`src/rtl/io_port_pkg.sv`:
```
// Shared constants for the CPU I/O port: widths, error flag positions and
// the opcodes the controller decodes into outwe / portSel.
package io_port_pkg;

  localparam int IO_WIDTH = 16;
  localparam int IO_DEPTH = 4;

  // Bit positions inside the sticky err vector
  localparam int ERR_OUT_DROP = 0;
  localparam int ERR_IN_EMPTY = 1;

  // Opcodes shared with the controller
  localparam logic [3:0] OP_OUT = 4'd6;
  localparam logic [3:0] OP_IN  = 4'd7;

endpackage

```
`src/rtl/io_tx_fifo.sv`:
```
// Synchronous FIFO for OUT-instruction data. A push while full and a pop
// while empty are ignored, so a full FIFO never accepts a word even when a
// pop happens in the same cycle. Storage is not reset; only the pointers
// and the occupancy count are.
module io_tx_fifo #(
  parameter int WIDTH = 16,
  parameter int DEPTH = 4
) (
  input  logic             clk,
  input  logic             rst,
  input  logic             push,
  input  logic [WIDTH-1:0] push_data,
  input  logic             pop,
  output logic [WIDTH-1:0] pop_data,
  output logic             full,
  output logic             empty
);

  localparam int AW = $clog2(DEPTH);

  logic [WIDTH-1:0] mem [DEPTH];
  logic [AW-1:0]    wptr;
  logic [AW-1:0]    rptr;
  logic [AW:0]      count;
  logic             do_push;
  logic             do_pop;

  assign full     = (count == (AW+1)'(DEPTH));
  assign empty    = (count == '0);
  assign do_push  = push & ~full;
  assign do_pop   = pop & ~empty;
  assign pop_data = mem[rptr];

  // Storage write at the write pointer
  always_ff @(posedge clk) begin
    if (do_push) begin
      mem[wptr] <= push_data;
    end
  end

  // Pointer and occupancy bookkeeping; pointers wrap modulo DEPTH
  always_ff @(posedge clk or posedge rst) begin
    if (rst) begin
      wptr  <= '0;
      rptr  <= '0;
      count <= '0;
    end else begin
      if (do_push) begin
        wptr <= wptr + 1'b1;
      end
      if (do_pop) begin
        rptr <= rptr + 1'b1;
      end
      case ({do_push, do_pop})
        2'b10:   count <= count + 1'b1;
        2'b01:   count <= count - 1'b1;
        default: count <= count;
      endcase
    end
  end

endmodule

```
`src/rtl/io_port.sv`:
```
// Peripheral-side I/O block for the CPU. OUT data is queued in io_tx_fifo
// and drained to an external sink; external input is captured in a
// one-entry holding register consumed by IN. port_stall flags a strobe
// whose access could not be performed this cycle.
//
// Handshakes: a word moves on tx (tx_valid & tx_ready) or rx
// (rx_valid & rx_ready) exactly on a rising clk edge where both are high;
// valid never depends on ready, and the producer holds data stable while
// valid is high and ready is low.
module io_port
  import io_port_pkg::*;
#(
  parameter int WIDTH = IO_WIDTH,
  parameter int DEPTH = IO_DEPTH
) (
  input  logic             clk,
  input  logic             rst,
  input  logic             outwe,
  input  logic [WIDTH-1:0] out_data,
  input  logic             portSel,
  output logic [WIDTH-1:0] in_data,
  output logic             port_stall,
  output logic [WIDTH-1:0] tx_data,
  output logic             tx_valid,
  input  logic             tx_ready,
  input  logic [WIDTH-1:0] rx_data,
  input  logic             rx_valid,
  output logic             rx_ready,
  output logic [1:0]       err
);

  logic             fifo_full;
  logic             fifo_empty;
  logic             hold_full;
  logic [WIDTH-1:0] hold_reg;
  logic             out_drop;
  logic             in_empty;

  io_tx_fifo #(
    .WIDTH (WIDTH),
    .DEPTH (DEPTH)
  ) u_fifo (
    .clk       (clk),
    .rst       (rst),
    .push      (outwe),
    .push_data (out_data),
    .pop       (tx_ready),
    .pop_data  (tx_data),
    .full      (fifo_full),
    .empty     (fifo_empty)
  );

  assign tx_valid   = ~fifo_empty;
  assign rx_ready   = ~hold_full;
  assign in_data    = hold_reg;
  assign out_drop   = outwe & fifo_full;
  assign in_empty   = portSel & ~hold_full;
  assign port_stall = out_drop | in_empty;

  // Holding register: consumed by IN when full, loaded from rx when empty
  always_ff @(posedge clk or posedge rst) begin
    if (rst) begin
      hold_full <= 1'b0;
      hold_reg  <= '0;
    end else if (portSel && hold_full) begin
      hold_full <= 1'b0;
    end else if (rx_valid && !hold_full) begin
      hold_reg  <= rx_data;
      hold_full <= 1'b1;
    end
  end

  // Sticky error flags, cleared only by reset
  always_ff @(posedge clk or posedge rst) begin
    if (rst) begin
      err <= '0;
    end else begin
      if (out_drop) begin
        err[ERR_OUT_DROP] <= 1'b1;
      end
      if (in_empty) begin
        err[ERR_IN_EMPTY] <= 1'b1;
      end
    end
  end

endmodule

```
`config.mk`:
```
export PLATFORM = sky130hd
export DESIGN_NAME = io_port
export DESIGN_NICKNAME = d
export VERILOG_FILES = /design/src/rtl/io_port_pkg.sv /design/src/rtl/io_tx_fifo.sv /design/src/rtl/io_port.sv
export SDC_FILE = /design/constraint.sdc
export NUM_CORES = 1
export LEC_CHECK = 0
export BUFFER_PORTS_ARGS = -buffer_cell sky130_fd_sc_hd__buf_2
export CORE_ASPECT_RATIO = 1.1
export CORE_MARGIN = 2
export CORE_UTILIZATION = 35
export CTS_CLUSTER_DIAMETER = 30
export CTS_CLUSTER_SIZE = 10
export DETAILED_ROUTE_END_ITERATION = 8
export GPL_TIMING_DRIVEN = 1
export PLACE_DENSITY = 0.62
export SLEW_MARGIN = 20
export SYNTH_ARGS = -nofsm -noshare
export SYNTH_HDL_FRONTEND = slang
export SYNTH_SLANG_ARGS = --single-unit
```
`constraint.sdc`:
```
create_clock -name clk -period 2.1 [get_ports clk]
set_input_delay 0.42 -clock clk [delete_from_list [all_inputs] [get_ports clk]]
set_output_delay 0.42 -clock clk [all_outputs]
set_load 0.05 [all_outputs]
```
---- Word level (Yosys, flattened, before mapping) ----
Memory sizes are Yosys's and may differ from the RTL's.
Index checks and enable logic that the tools add are counted.
cells by class
  bitwise operators ....................... 9
  muxes and demuxes ....................... 5
  add/sub/neg operators ................... 4
  eq/ne operators ......................... 3
  reductions and logical operators ........ 7
operators by type and width
  cell                   count
  $pmux W3 S2            1
  $add A2 B1 Y2 const B  2
  $and A1 B1 Y1          4
  $mux W1                4
  $not A1 Y1             4
  $reduce_bool A2 Y1     2
  $add A3 B1 Y3 const B  1
  $eq A3 B3 Y1 const B   1
  $logic_not A3 Y1       1
  $sub A3 B1 Y3 const B  1
  $eq A2 B1 Y1 const B   1
  $eq A2 B2 Y1 const B   1
  $logic_and A1 B1 Y1    2
  $reduce_and A2 Y1      1
  $logic_not A1 Y1       1
  $or A1 B1 Y1           1
word-level totals
  input bits .............................. 38
  memories ................................ 1
  word-level logic and storage cells ...... 36
  register bits after elaboration ......... 26
  memory bits (writable) .................. 64
memory list
  memory      words  width  read ports  clocked after Yosys merged registers in  write ports  line              text
  u_fifo.mem  4      16     1           0                                        1            io_tx_fifo.sv:21  logic [WIDTH-1:0] mem [DEPTH];

---- Logic depth before layout (Yosys ltp) ----
  word-level depth ........................ 5
  gate-level depth with buffers ........... 9

---- Hierarchy ----
A second synthesis with hierarchy kept.
second synthesis, totals
  cell total of the unflattened synthesis .. 169
  area, all modules ....................... 3542.1 um^2
modules (own cells, without submodules)
  module      area an instance (um^2)  cells each  times used
  io_tx_fifo  2778.9                   122         1
  io_port     763.2                    47          1

---- Worst setup path before layout ----
OpenSTA, ideal clock, no wires.
  path kind ............................... register -> register
  start ................................... register u_fifo.count[0]
  end ..................................... register u_fifo.count[2]
  period minus slack after synthesis ...... 1765 ps
  arrival ................................. 1686 ps
  path slack .............................. 335 ps
  library setup time ...................... 79 ps
  path buffers ............................ 0
  required time ........................... 2021 ps
  cell stages (with the launch flop) ...... 10
  cells stage by stage .................... dfrtp_1 -> nor2_1 -> a21boi_2 -> inv_1 -> ha_1 -> inv_1 -> fa_1 -> xor2_1 -> nor2_1 -> xor2_1
on the way
  word-level cells in the longest chain between the ends .. 5
  elaborated cells on any way between the ends .. 12
  those cells by class .................... add/sub: 2; eq/ne: 3; mux: 1; bitwise: 4; reduce/logical: 2
RTL lines
  what                                               line                                text
  start: declaration                                 io_tx_fifo.sv:24                    logic [AW:0] count;
  start signal: assignment                           io_tx_fifo.sv:55                    2'b10: count <= count + 1'b1;
  start signal: assignment                           io_tx_fifo.sv:56                    2'b01: count <= count - 1'b1;
  start signal: assignment                           io_tx_fifo.sv:57                    default: count <= count;
  $eq A3 B3 Y1 or $logic_not A3 Y1 (tied branches)   io_tx_fifo.sv:28, io_tx_fifo.sv:29
  $not A1 Y1 (on tied branches)                      io_tx_fifo.sv:30, io_tx_fifo.sv:31
  $and A1 B1 Y1 (on tied branches)                   io_tx_fifo.sv:30, io_tx_fifo.sv:31
  $eq A2 B1 Y1 or $eq A2 B2 Y1 (tied branches)       io_tx_fifo.sv:54                    case ({do_push, do_pop})
  $pmux W3 S2 or $reduce_bool A2 Y1 (tied branches)  --
Parallel ways exist; a longest one is shown, timed or not.
A chain may end at the register's enable or synchronous reset.

---- Worst setup path after layout ----
  start ................................... register u_fifo.rptr[0]
  end ..................................... output port tx_data[11]
on the way
  word-level cells in the longest chain between the ends .. 1
RTL lines
  what                      line              text
  start: declaration        io_tx_fifo.sv:23  logic [AW-1:0] rptr;
  start signal: assignment  io_tx_fifo.sv:52  rptr <= rptr + 1'b1;
  $mem_v2 Z4 W16            --
  end: declaration          io_port.sv:23     output logic [WIDTH-1:0] tx_data,
No other way between the ends.

==> impl_metrics.tcl <==
set metrics [dict create \
    status "finished, final reports clean" \
    track_usage 0.1137 \
    grt_pass1_vias 1813 \
    place_area_mm2 0.004051 \
    setup_viol 0 \
    min_period_ps 2091 \
    final_area_mm2 0.004277 \
    die_x_um 99.19 \
    ys.flop_type "edfxtp_1" \
    power_density_mw_per_mm2 1491 \
    finalWirelength_mm 5.798 \
    slew_violations 0 \
    cts_buffers 9 \
    period_share 0.9959 \
    cts_hold_buf 0 \
    synth_nets 211 \
    clock-sinks 90 \
    relSlewSlack 0.7824 \
    crit_fanout 5 \
    port-buffer-count 74 \
    r2r-start "u_fifo.count[0]" \
    detailed_place_hpwl_mm 3.831 \
    synth_cell_types 24 \
    fmax_ghz 0.4781 \
    crit_family "multiplexers" \
    grt_max_degree 27 \
    io-pin-count 75 \
    synth_seq_cells 90 \
    p_leak_uw 0.001662 \
    async_reset_ff_frac 0.2889 \
    via_per_inst 4.635 \
    insertion_delay_ps 350 \
    drcViolationCount 0 \
    crit_path_end_kind "primary output" \
    rows 38 \
    antenna_cells 0 \
    worstPathRequired_ps 1680 \
    syn2layout_area_growth_pct 22.60 \
    die_height_um 108.7 \
    crit_end "tx_data[11]" \
    crit_chain "buf_4 -> mux4_1 -> buf_4" \
    wl_per_cell_um 15.22 \
    grt.overflow.total 0 \
    path_depth 3 \
    power.total_uw 6376 \
    fin_nets 300 \
    syn_area_mm2 0.003488 \
    vias 1766 \
    r2r-end "u_fifo.count[2]" \
    ys_seq_area_frac 0.7374 \
    maxCapViolations 0 \
    drive_above_1_share 0.4981 \
    htree_levels 3 \
    drtIter0Drc 46 \
    hold_viol 0 \
    start_util 0.3562 \
    syn_inst 167 \
    yosys_warnings 0 \
    hold_path.class "input port to async pin" \
    synth-edff-count 64 \
    path_class "flop to primary output" \
    grt_pass1_wl_mm 9.052 \
    slowest_delay_ps 550 \
    cts_tree "done" \
    clockBufferDepth 2 \
    die_area_mm2 0.01078 \
    critPathArrivalTime_ps 1670 \
    globalplace.congestion 0.6664 \
    worstSetupStartpointType "flop" \
    clk_pin_slew_worst_paths_ps 90 \
    setup.worst_path.start "u_fifo.rptr[0]" \
    antenna_found_initial 0 \
    rsz0062_at_grt "yes" \
    crit_path_top_delay_cell "mux4_1" \
    core-area_mm2 0.009794 \
    crit_buf_inv 2 \
    worstMarginPinSlew_ps 326.4 \
    first_pass_iters 4 \
    cp_common_cell "buf_4" \
    ff2ff_setup_slack_ps 240 \
    rr_worst_depth 9 \
    syn_avg_cell_area_um2 20.89 \
    holdWs_ps 101.7 \
    clk_root_buffer_cell "clkbuf_8" \
    fin_worst_skew_ps 8.619 \
    peakVddDrop_mv 0.5869 \
    antenna_left 0 \
]
## metrics by stage
stage | util | worst slack, ps | setup TNS [ps] | instances
6_report | 0.4366 | 8.597 | 0 | 381
5_1_grt | 0.4366 | -54.20 | -302.1 | 381
4_1_cts | 0.4357 | -27.12 | -131.9 | 381
2_1_floorplan | - | 334.7 | 0 | 167
3_5_place_dp | 0.4136 | 173.1 | 0 | 365
3_3_place_gp | 0.4136 | 254.5 | 0 | 365
## worst min-delay path by stage
stage,to
finish,in_data[14]
global placement,err[0]
global route,in_data[1]
detailed placement,err[0]
floorplan,err[0]
CTS,in_data[14]
## cell type report
cell class                 count  area (um2)
clock inverter                 5       40.04
multi-input combinational     63       812.0
sequential                    90        2572
clock buffer                  11       131.4
tap                          120       150.1
fill                         879        5518
timing repair buffer          84       540.5
inverter                       8       30.03
## sequential cells by signal, summed over array words and instances (netlist names)
signal	cells
u_fifo.wptr	2
in_data	16
hold_full	1
err	2
u_fifo.mem	64
u_fifo.count	3
u_fifo.rptr	2
## per-layer routing
layer,track usage,share of wire,vias to the layer above
li1,-,-,817
met1,0.1372,0.44,865
met2,0.1863,0.47,71
met3,0.03526,0.070,13
met4,0.05577,0.019,0
met5,0,0,-
## worst register-to-register path, stage by stage (launching register included)
cell      delay, ps
dfrtp_1         440
nor2_2          160
a21boi_2        110
inv_1            80
ha_1            170
inv_1            60
fa_1            370
xor2_1          150
nor2_1          110
xor2_1          150
## power breakdown
group / internal (uW) / leakage [uW] / switching (uW)
combinational: 1050 / 0.000701 / 1780
clock: 437 / 0.0000762 / 603
sequential: 2330 / 0.000885 / 177
## kinds of logic (layout without fill, tap and decap cells)
family                   after synthesis  count (layout)  synth area share
flip-flops                            90              90            0.7374
multiplexers                          34              34            0.1697
AND/OR/NAND/NOR                       14              14           0.02116
buffers and inverters                 14             108           0.02511
adder cells (fa/ha/maj)                6               6           0.02367
XOR/XNOR                               6               6           0.01507
AO/OA/AOI/OAI                          3               3          0.007892
## timing repair
| item | 4_1_cts | 5_1_grt |
|---|---|---|
| setup buffers | 0 | 0 |
| pin swaps | 0 | 0 |
| endpoints found under the setup margin | 12 | 17 |
| resized for setup | 20 | 10 |
## cells in the mapped netlist (2+ instances only)
library cell / instances / area share
inv_1: 8 / 0.0086
nand2_1: 3 / 0.0032
mux2_2: 17 / 0.055
xnor2_1: 3 / 0.0075
nand2b_1: 2 / 0.0036
nor2_1: 2 / 0.0022
mux4_1: 8 / 0.060
mux4_2: 8 / 0.052
buf_2: 3 / 0.0043
xor2_1: 3 / 0.0075
buf_6: 2 / 0.0065
and2_1: 4 / 0.0072
ha_1: 5 / 0.018
edfxtp_1: 64 / 0.55
dfrtp_1: 26 / 0.19
## layout by cell type, fill, tap and decap left out, types with 3 or more instances in the layout
| master | instances |
|---|---|
| dfrtp_1 | 26 |
| xnor2_1 | 3 |
| clkbuf_8 | 9 |
| buf_6 | 10 |
| inv_1 | 8 |
| and2_1 | 4 |
| buf_4 | 11 |
| edfxtp_1 | 64 |
| ha_1 | 5 |
| mux4_2 | 13 |
| mux2_2 | 17 |
| xor2_1 | 3 |
| nand2_1 | 3 |
| mux4_1 | 3 |
| clkinvlp_4 | 3 |
| buf_2 | 61 |
Note: power is estimated with default switching activity, not from simulation.
